--- src/rtl/fp_norm_pkg.sv ---
// Shared constants and FSM state type for the post-add normaliser.
package fp_norm_pkg;

  localparam int EXP_W_DEF  = 8;
  localparam int MANT_W_DEF = 23;

  // All-ones exponent (infinity) and exponent bias for the default widths.
  localparam logic [EXP_W_DEF-1:0] EXP_MAX = {EXP_W_DEF{1'b1}};
  localparam logic [EXP_W_DEF-1:0] BIAS    = EXP_W_DEF'((1 << (EXP_W_DEF - 1)) - 1);

  typedef enum logic [1:0] {
    IDLE = 2'd0,
    NORM = 2'd1,
    DONE = 2'd2
  } norm_state_e;

endpackage

--- src/rtl/norm_lzc.sv ---
// Combinational leading-zero counter. The count is taken from the MSB
// downwards; an all-zero input returns W.
module norm_lzc #(
  parameter int W     = 24,
  parameter int CNT_W = $clog2(W + 1)
) (
  input  logic [W-1:0]     data_i,
  output logic [CNT_W-1:0] count_o
);

  logic found;

  // Priority scan: the first set bit from the top fixes the count.
  always_comb begin
    count_o = CNT_W'(W);
    found   = 1'b0;
    for (int i = W - 1; i >= 0; i--) begin
      if (!found && data_i[i]) begin
        count_o = CNT_W'(W - 1 - i);
        found   = 1'b1;
      end
    end
  end

endmodule

--- src/rtl/exp_normalizer.sv ---
// Post-add normalisation stage: takes the raw sum mantissa (carry + hidden +
// fraction) and the larger operand's exponent and returns a normalised
// fraction/exponent with overflow, underflow (flush-to-zero) and zero flags.
// Build option NORM_LZC_EN: when defined, the left-normalising shift is done
// in a single cycle from a leading-zero count; otherwise one bit per cycle.
// Results are identical in both builds, only latency differs.
module exp_normalizer
  import fp_norm_pkg::*;
#(
  parameter int EXP_W  = EXP_W_DEF,
  parameter int MANT_W = MANT_W_DEF
) (
  input  logic              clk_i,
  input  logic              rst_i,
  input  logic              in_valid_i,
  output logic              in_ready_o,
  input  logic [MANT_W+1:0] sum_mant_i,
  input  logic [EXP_W-1:0]  sum_exp_i,
  output logic              out_valid_o,
  input  logic              out_ready_i,
  output logic [MANT_W-1:0] norm_mant_o,
  output logic [EXP_W-1:0]  norm_exp_o,
  output logic              overflow_o,
  output logic              underflow_o,
  output logic              zero_o
);

  localparam logic [EXP_W-1:0] EXP_ALL = {EXP_W{1'b1}};

  norm_state_e       state_q, state_d;
  logic [MANT_W+1:0] w_mant_q, w_mant_d;
  logic [EXP_W-1:0]  w_exp_q, w_exp_d;
  logic              out_valid_q, out_valid_d;
  logic [MANT_W-1:0] norm_mant_q, norm_mant_d;
  logic [EXP_W-1:0]  norm_exp_q, norm_exp_d;
  logic              overflow_q, overflow_d;
  logic              underflow_q, underflow_d;
  logic              zero_q, zero_d;

  logic [EXP_W-1:0]  exp_inc;
  logic [MANT_W-1:0] res_mant;
  logic [EXP_W-1:0]  res_exp;
  logic              res_ovf, res_unf, res_zero, res_done;

  assign exp_inc = w_exp_q + EXP_W'(1);

`ifdef NORM_LZC_EN
  localparam int LZC_W = $clog2(MANT_W + 2);

  logic [LZC_W-1:0]  lzc;
  logic [MANT_W-1:0] mant_lsh;
  logic              lzc_ge_exp;

  norm_lzc #(
    .W     (MANT_W + 1),
    .CNT_W (LZC_W)
  ) u_lzc (
    .data_i  (w_mant_q[MANT_W:0]),
    .count_o (lzc)
  );

  // Fraction bits after the full left shift; the hidden bit lands above them.
  assign mant_lsh   = MANT_W'(w_mant_q << lzc);
  assign lzc_ge_exp = ({{EXP_W{1'b0}}, lzc} >= {{LZC_W{1'b0}}, w_exp_q});
`endif

  // State, working registers and output registers.
  always_ff @(posedge clk_i) begin
    if (rst_i) begin
      state_q     <= IDLE;
      w_mant_q    <= '0;
      w_exp_q     <= '0;
      out_valid_q <= 1'b0;
      norm_mant_q <= '0;
      norm_exp_q  <= '0;
      overflow_q  <= 1'b0;
      underflow_q <= 1'b0;
      zero_q      <= 1'b0;
    end else begin
      state_q     <= state_d;
      w_mant_q    <= w_mant_d;
      w_exp_q     <= w_exp_d;
      out_valid_q <= out_valid_d;
      norm_mant_q <= norm_mant_d;
      norm_exp_q  <= norm_exp_d;
      overflow_q  <= overflow_d;
      underflow_q <= underflow_d;
      zero_q      <= zero_d;
    end
  end

  // One normalisation decision per NORM cycle, in priority order; a terminal
  // decision loads the result registers and moves to DONE.
  always_comb begin
    state_d     = state_q;
    w_mant_d    = w_mant_q;
    w_exp_d     = w_exp_q;
    out_valid_d = out_valid_q;
    norm_mant_d = norm_mant_q;
    norm_exp_d  = norm_exp_q;
    overflow_d  = overflow_q;
    underflow_d = underflow_q;
    zero_d      = zero_q;
    res_mant    = '0;
    res_exp     = '0;
    res_ovf     = 1'b0;
    res_unf     = 1'b0;
    res_zero    = 1'b0;
    res_done    = 1'b0;

    case (state_q)
      IDLE: begin
        if (in_valid_i) begin
          w_mant_d = sum_mant_i;
          w_exp_d  = sum_exp_i;
          state_d  = NORM;
        end
      end

      NORM: begin
        res_done = 1'b1;
        if (w_mant_q == '0) begin
          res_zero = 1'b1;
        end else if (w_exp_q == EXP_ALL) begin
          res_ovf = 1'b1;
          res_exp = EXP_ALL;
        end else if (w_exp_q == '0) begin
          res_unf = 1'b1;
        end else if (w_mant_q[MANT_W+1]) begin
          // Carry out of the add: one right shift always suffices.
          if (exp_inc == EXP_ALL) begin
            res_ovf = 1'b1;
            res_exp = EXP_ALL;
          end else begin
            res_mant = w_mant_q[MANT_W:1];
            res_exp  = exp_inc;
          end
        end else if (w_mant_q[MANT_W]) begin
          res_mant = w_mant_q[MANT_W-1:0];
          res_exp  = w_exp_q;
`ifdef NORM_LZC_EN
        end else if (lzc_ge_exp) begin
          // Exponent would reach 0 before the hidden bit is restored.
          res_unf = 1'b1;
        end else begin
          res_mant = mant_lsh;
          res_exp  = w_exp_q - EXP_W'(lzc);
        end
`else
        end else if (w_exp_q == EXP_W'(1)) begin
          res_unf = 1'b1;
        end else begin
          res_done = 1'b0;
          w_mant_d = w_mant_q << 1;
          w_exp_d  = w_exp_q - EXP_W'(1);
        end
`endif
        if (res_done) begin
          state_d     = DONE;
          norm_mant_d = res_mant;
          norm_exp_d  = res_exp;
          overflow_d  = res_ovf;
          underflow_d = res_unf;
          zero_d      = res_zero;
        end
      end

      DONE: begin
        // Result registers settle on entry; valid rises the following edge
        // and then holds until the consumer takes it.
        if (!out_valid_q) begin
          out_valid_d = 1'b1;
        end else if (out_ready_i) begin
          out_valid_d = 1'b0;
          state_d     = IDLE;
        end
      end

      default: begin
        state_d = IDLE;
      end
    endcase
  end

  assign in_ready_o  = (state_q == IDLE);
  assign out_valid_o = out_valid_q;
  assign norm_mant_o = norm_mant_q;
  assign norm_exp_o  = norm_exp_q;
  assign overflow_o  = overflow_q;
  assign underflow_o = underflow_q;
  assign zero_o      = zero_q;

endmodule
--- config.mk ---
export PLATFORM = sky130hd
export DESIGN_NAME = exp_normalizer
export DESIGN_NICKNAME = d
export VERILOG_FILES = /design/src/rtl/fp_norm_pkg.sv /design/src/rtl/norm_lzc.sv /design/src/rtl/exp_normalizer.sv
export SDC_FILE = /design/constraint.sdc
export NUM_CORES = 1
export LEC_CHECK = 0
export CAP_MARGIN = 20
export CORE_MARGIN = 5
export CORE_UTILIZATION = 51
export CTS_BUF_LIST = sky130_fd_sc_hd__clkbuf_4 sky130_fd_sc_hd__clkbuf_8
export DETAILED_ROUTE_END_ITERATION = 12
export GPL_ROUTABILITY_DRIVEN = 0
export PLACE_DENSITY = 0.79
export SLEW_MARGIN = 20
export SYNTH_ARGS = -nofsm -noshare
export SYNTH_HDL_FRONTEND = slang
export SYNTH_SLANG_ARGS = --single-unit
--- constraint.sdc ---
create_clock -name clk_i -period 2.5 [get_ports clk_i]
set_clock_uncertainty 0.1 [all_clocks]
set_input_delay 0.25 -clock clk_i [delete_from_list [all_inputs] [get_ports clk_i]]
set_output_delay 0.25 -clock clk_i [all_outputs]
set_load 0.01 [all_outputs]
# Word-level counts from Yosys, hierarchy flattened
# Index checks and enable logic that the tools add are counted.
dict set report totals {
  word_cells 90
  ff_bits 70
  output_inout_bits 36
  in_bits 37
}
dict set report op_classes {
  muxes 53
  eq_ne 15
  addsub 2
  reduce_logical 9
}
# op n
set ops {}
lappend ops {{23-bit two-way mux} 6}
lappend ops {{25-bit two-way mux} 5}
lappend ops {{8-bit two-way mux} 13}
lappend ops {{25-bit one-hot mux with 2 select lines} 1}
lappend ops {{24-bit two-way mux} 2}
lappend ops {{25-bit logical NOT} 1}
lappend ops {{1-bit two-way mux} 20}
lappend ops {{2-bit inequality test (second input constant)} 10}
lappend ops {{8-bit == test (second input constant)} 2}
lappend ops {{8-bit one-hot mux with 2 select lines} 1}
lappend ops {{8-bit by 1-bit adder with 8-bit output (second input constant)} 1}
lappend ops {{8-bit by 1-bit == test with 1-bit output (second input constant)} 1}
lappend ops {{8-bit logical NOT} 1}
lappend ops {{2-bit two-way mux} 4}
lappend ops {{8-bit AND reduction} 1}
lappend ops {{8-bit by 1-bit subtractor with 8-bit output (second input constant)} 1}
lappend ops {{2-bit one-hot mux with 3 select lines} 1}
lappend ops {{6-bit AND reduction} 1}
lappend ops {{5-bit AND reduction} 1}
lappend ops {{4-bit AND reduction} 1}
lappend ops {{2-bit by 1-bit == test with 1-bit output (second input constant)} 1}
lappend ops {{2-bit == test (second input constant)} 1}
lappend ops {{2-bit logical NOT} 1}
lappend ops {{2-bit AND reduction} 1}
lappend ops {{2-bit nonzero test} 1}

# Depth between registers and ports, before layout
dict set report logic_depth {
  depth_word 10
  depth_mapped 10
  depth_no_buf 7
}

# Worst setup path after synthesis
# Ideal clock, no wire load.
dict set report synth_path {
  kind {register to register}
  startpoint {register w_exp_q[1]}
  endpoint {register norm_mant_q[0], in the netlist norm_mant_o[0]}
  stages_incl_launch_ff 10
  setup_time_ns 0.122
  path_buffers 2
  setup_slack_ns 0.404
  arrival_ns 1.875
  t_required_ns 2.278
  period_less_slack_ns 2.096
  cell_sequence {dfxtp_1 > ha_1 > nand2_1 > or3_4 > nand4_2 > o21ai_2 > nor2b_1 > buf_2 > buf_6 > o2bb2ai_1}
}
dict set report synth_via {
  elab_chain_len 9
  word_cells_on_any_way 18
  cone_classes {add/sub: 1; eq/ne: 3; mux: 12; reduce/logical: 2}
}
# item line
set synth_rtl {}
lappend synth_rtl {{start, declared} exp_normalizer.sv:32} ;# logic [EXP_W-1:0] w_exp_q, w_exp_d;
lappend synth_rtl {{start signal, assigned} exp_normalizer.sv:82} ;# w_exp_q <= w_exp_d;
lappend synth_rtl {{parallel branches: the longest is 9 deep, another holds 8-bit by 1-bit adder with 8-bit output} --}
lappend synth_rtl {{end signal, assigned} exp_normalizer.sv:84} ;# norm_mant_q <= norm_mant_d;
lappend synth_rtl {{end, declared} exp_normalizer.sv:34} ;# logic [MANT_W-1:0] norm_mant_q, norm_mant_d;
# Several ways; the timed one is not identified. The select of a mux whose other input is x is not followed.
# A chain may end at the register's enable or synchronous reset.

# Worst setup path in the final report
dict set report layout_path {
  startpoint {register w_exp_q[0]}
  endpoint {register norm_mant_q[13], in the netlist norm_mant_o[13]}
}
# The elaborated chain is that of the path after synthesis.

==> summary.md <==
| Metric | Value |
|---|---|
| Kind of start point of the critical path | register |
| Hold buffer count at CTS | 0 |
| Number of flops mapped to enable cells by yosys | 0 |
| Yosys top cell by area | dfxtp_1 |
| Leakage power total | 1.67 nW |
| Max Cap Violations | 0 |
| Hold Crit Class | in -> reg |
| Register-to-Register Path Depth | 8 |
| Pre-CTS setup slack | 79.5 ps |
| Status | finished, final reports clean |
| Slew @ Worst Pin | 582 ps |
| Routed vias | 3412 |
| Max_slew headroom | 61.1% |
| Clock-pin slew on the worst setup and hold paths | 80 ps |
| CP cell instances | ha_1 > nand2_1 > or3_4 > nand4_2 > o21ai_2 > nor2b_4 > buf_12 > o2bb2ai_1 |
| Most instantiated cells after synthesis | dfxtp_1, nor2_1, a21oi_1 |
| Max Slew Vio Count | 0 |
| RSZ-0062 raised after global routing | false |
| Chip Height | between 90 and 100 um |
| Final setup viols | 0 |
| Post-DR wirelength/cell | 17.4 um |
| Post-route antenna net violation count | 0 |
| GRT overflow | 0 |
| Core Region | between 6000 and 7000 sq um |
| Worst Hold End | w_exp_q[7] |
| Starting DRT DRC Count | between 200 and 250 |
| DP Wirelength | a little under 7 mm |
| Netlist Area Pre-Place | 3620 sq um |
| DRC viols | 0 |
| Mux contribution to synthesized area | under 10% |
| Post-synth ARST share | 0% |
| Synthesized instance count | 402 |
| Setup crit end kind | register |
| CTS HTree Levels | 3 |
| Fillers | around 550 |
| Adder-cell area share of the yosys netlist | 1.38% |
| R2r startpoint | w_exp_q[0] |
| Most frequent cell after synthesis | dfxtp_1 |
| DR pass1 iterations | 5 |
| Synth Area in Simple Gates | 19.1% |
| Synthesized area per cell | 9.01 sq um |
| Data required time of the critical path | 2620 ps |
| Final hold vios | 0 |
| Critical Path AT | 2370 ps |
| Sequential share of the synthesized area | 38.7% |
| Total track usage | 22.7% |
| Hold Startpoint | rst_i |
| Vias per Instance | between 5 and 6 |
| Distinct cell type count after synthesis | 49 |
| Worst path buffer plus inverter count | 1 |
| Synth Area in Compound Gates | 31.3% |
| Crit path time final | 2250 ps |
| Hold path cells | 2 |
| Max VDD drop | around 380 uV |
| Initial Util | 52.7% |
| R2R setup slack | 250 ps |
| Total die area | just under 9000 sq um |
| CTS tree | yes |
| Postcts setup bufs | 0 |
| FF+latch count, synth | 70 |
| CP delay by family, top | simple AND/OR/NAND/NOR gates |
| Worst-Skew Late Latency | 340 ps |
| P per Cell Area | about 830 nW/um^2 |
| Worst setup margin | 250 ps |
| Fmax | 444 MHz |
| Global-route wire length before repair | 16.0 mm |
| XOR/XNOR Fraction of Synth Area | 1.45% |
| Crit path largest cell delay | 420 ps |
| Net Count, Synth | 443 |
| Crit-path slowest cell | or3_4 |
| Final net count | 509 |
| Ys Warns | 0 |
| Top FF cell, synth | dfxtp_1 |
| Largest family of logic cells by synthesized area | compound AO/OA/AOI/OAI gates |
| Clk buf depth | 2 |
| Top post-synthesis cells by area | dfxtp_1, o2bb2ai_1, a211oi_2 |
| Chip Width | 94.3 um |
| Diodes inserted | 0 |
| FF-to-FF End | norm_mant_o[13] |
| Rows | 30 |
| Final worst path period share | around nine tenths |
| Area grow syn2layout | 28.2% |
| Setup tns final | 0 ps |
| Top cell type's share of synthesized area | 38.7% |
| Critical path class | reg -> reg |
| Share of layout cells above drive strength 1 | 15.6% |
| Largest net degree at the start of global routing | 37 |
| Port buffer count | 72 |
| Root Buffer | clkbuf_8 |
| Top Ports | 73 |
| Max FO, Critical Path | 22 |
| Initial antenna violation count | 0 |
| Total CTS buffers | 9 |
| Post-Route WL | 9.89 mm |
| Vias in the first global route | approximately 3200 |
| Sink Count | 70 |
## timing repair
action,in CTS,in global routing
setup endpoints to repair,0,35
hold endpoints to repair,0,0
gates resized for setup,0,5
## cell type report
type | instances | area (sq um) | area share (%)
clock buffer | 10 | 138 | 2.96
clock inverter | 6 | 61.3 | 1.32
inverter | 4 | 15.0 | 0.323
multi-input combinational | 291 | 2010 | 43.3
sequential | 70 | 1400 | 30.2
tap | 96 | 120 | 2.59
timing repair buffer | 92 | 895 | 19.3
## worst max-delay path by stage
stage / from / end / slack (ps) / cells past startpoint
6_report: w_exp_q[0] / norm_mant_o[13] / 250 / 8
2_1_floorplan: w_exp_q[1] / norm_mant_o[0] / 400 / 9
3_3_place_gp: w_exp_q[1] / norm_exp_o[1] / 210 / 8
5_1_grt: w_exp_q[3] / w_mant_q[2] / 130 / 7
3_5_place_dp: w_exp_q[1] / norm_mant_o[13] / 80 / 8
4_1_cts: w_exp_q[2] / norm_mant_o[13] / 60 / 7
## logic make-up (layout without fill, tap and decap cells)
logic type	Yosys count	after routing
AND/OR/NAND/NOR	133	133
flip-flops	70	70
multiplexers	7	7
buffers and inverters	41	112
AO/OA/AOI/OAI	141	141
adder cells (fa/ha/maj)	4	4
XOR/XNOR	6	6
## layout by cell type (no fill, tap or decap), types with 5 or more instances in the layout
cell type / n
o21ai_0: 6
nand3_1: 14
nor2b_1: 5
and3_1: 20
a22oi_1: 27
a211oi_2: 20
buf_4: 17
clkdlybuf4s50_1: 71
clkbuf_8: 10
nor4_1: 7
o2bb2ai_1: 30
a21oi_1: 31
nor2_1: 38
o21ai_1: 6
nand2_1: 26
mux2i_1: 7
dfxtp_1: 68
## metal layers
metal,wire length [um],global-route usage [%],part of all wire [%],up-vias
met5,0,0,0,-
li1,-,-,-,1645
met2,4640,35.2,47,125
met1,4490,31.1,45,1627
met3,604,4.01,6.1,15
met4,156,9.03,1.6,0
## sequential cells by signal (all words and copies together) (netlist names)
name         flops
state_q          2
overflow_o       1
w_mant_q        25
zero_o           1
norm_exp_o       8
w_exp_q          8
out_valid_o      1
norm_mant_o     23
underflow_o      1
## metrics by stage
stage	util, %	power (mW)	area [sq um]	hold WS [ps]	instances
2_1_floorplan	-	2.52	3620	298	402
4_1_cts	67.3	3.85	4630	287	569
3_3_place_gp	64.4	2.88	4430	347	553
5_1_grt	67.6	4.09	4640	316	569
6_report	67.6	3.87	4640	309	569
3_5_place_dp	64.4	2.93	4430	347	553
## where the power goes
part	switching [mW]	internal (mW)	leakage (nW)
logic	0.848	0.600	0.992
registers	0.226	1.28	0.572
clock network	0.434	0.484	0.102
total	1.51	2.36	1.67
Power figures use the tool's default switching activity.
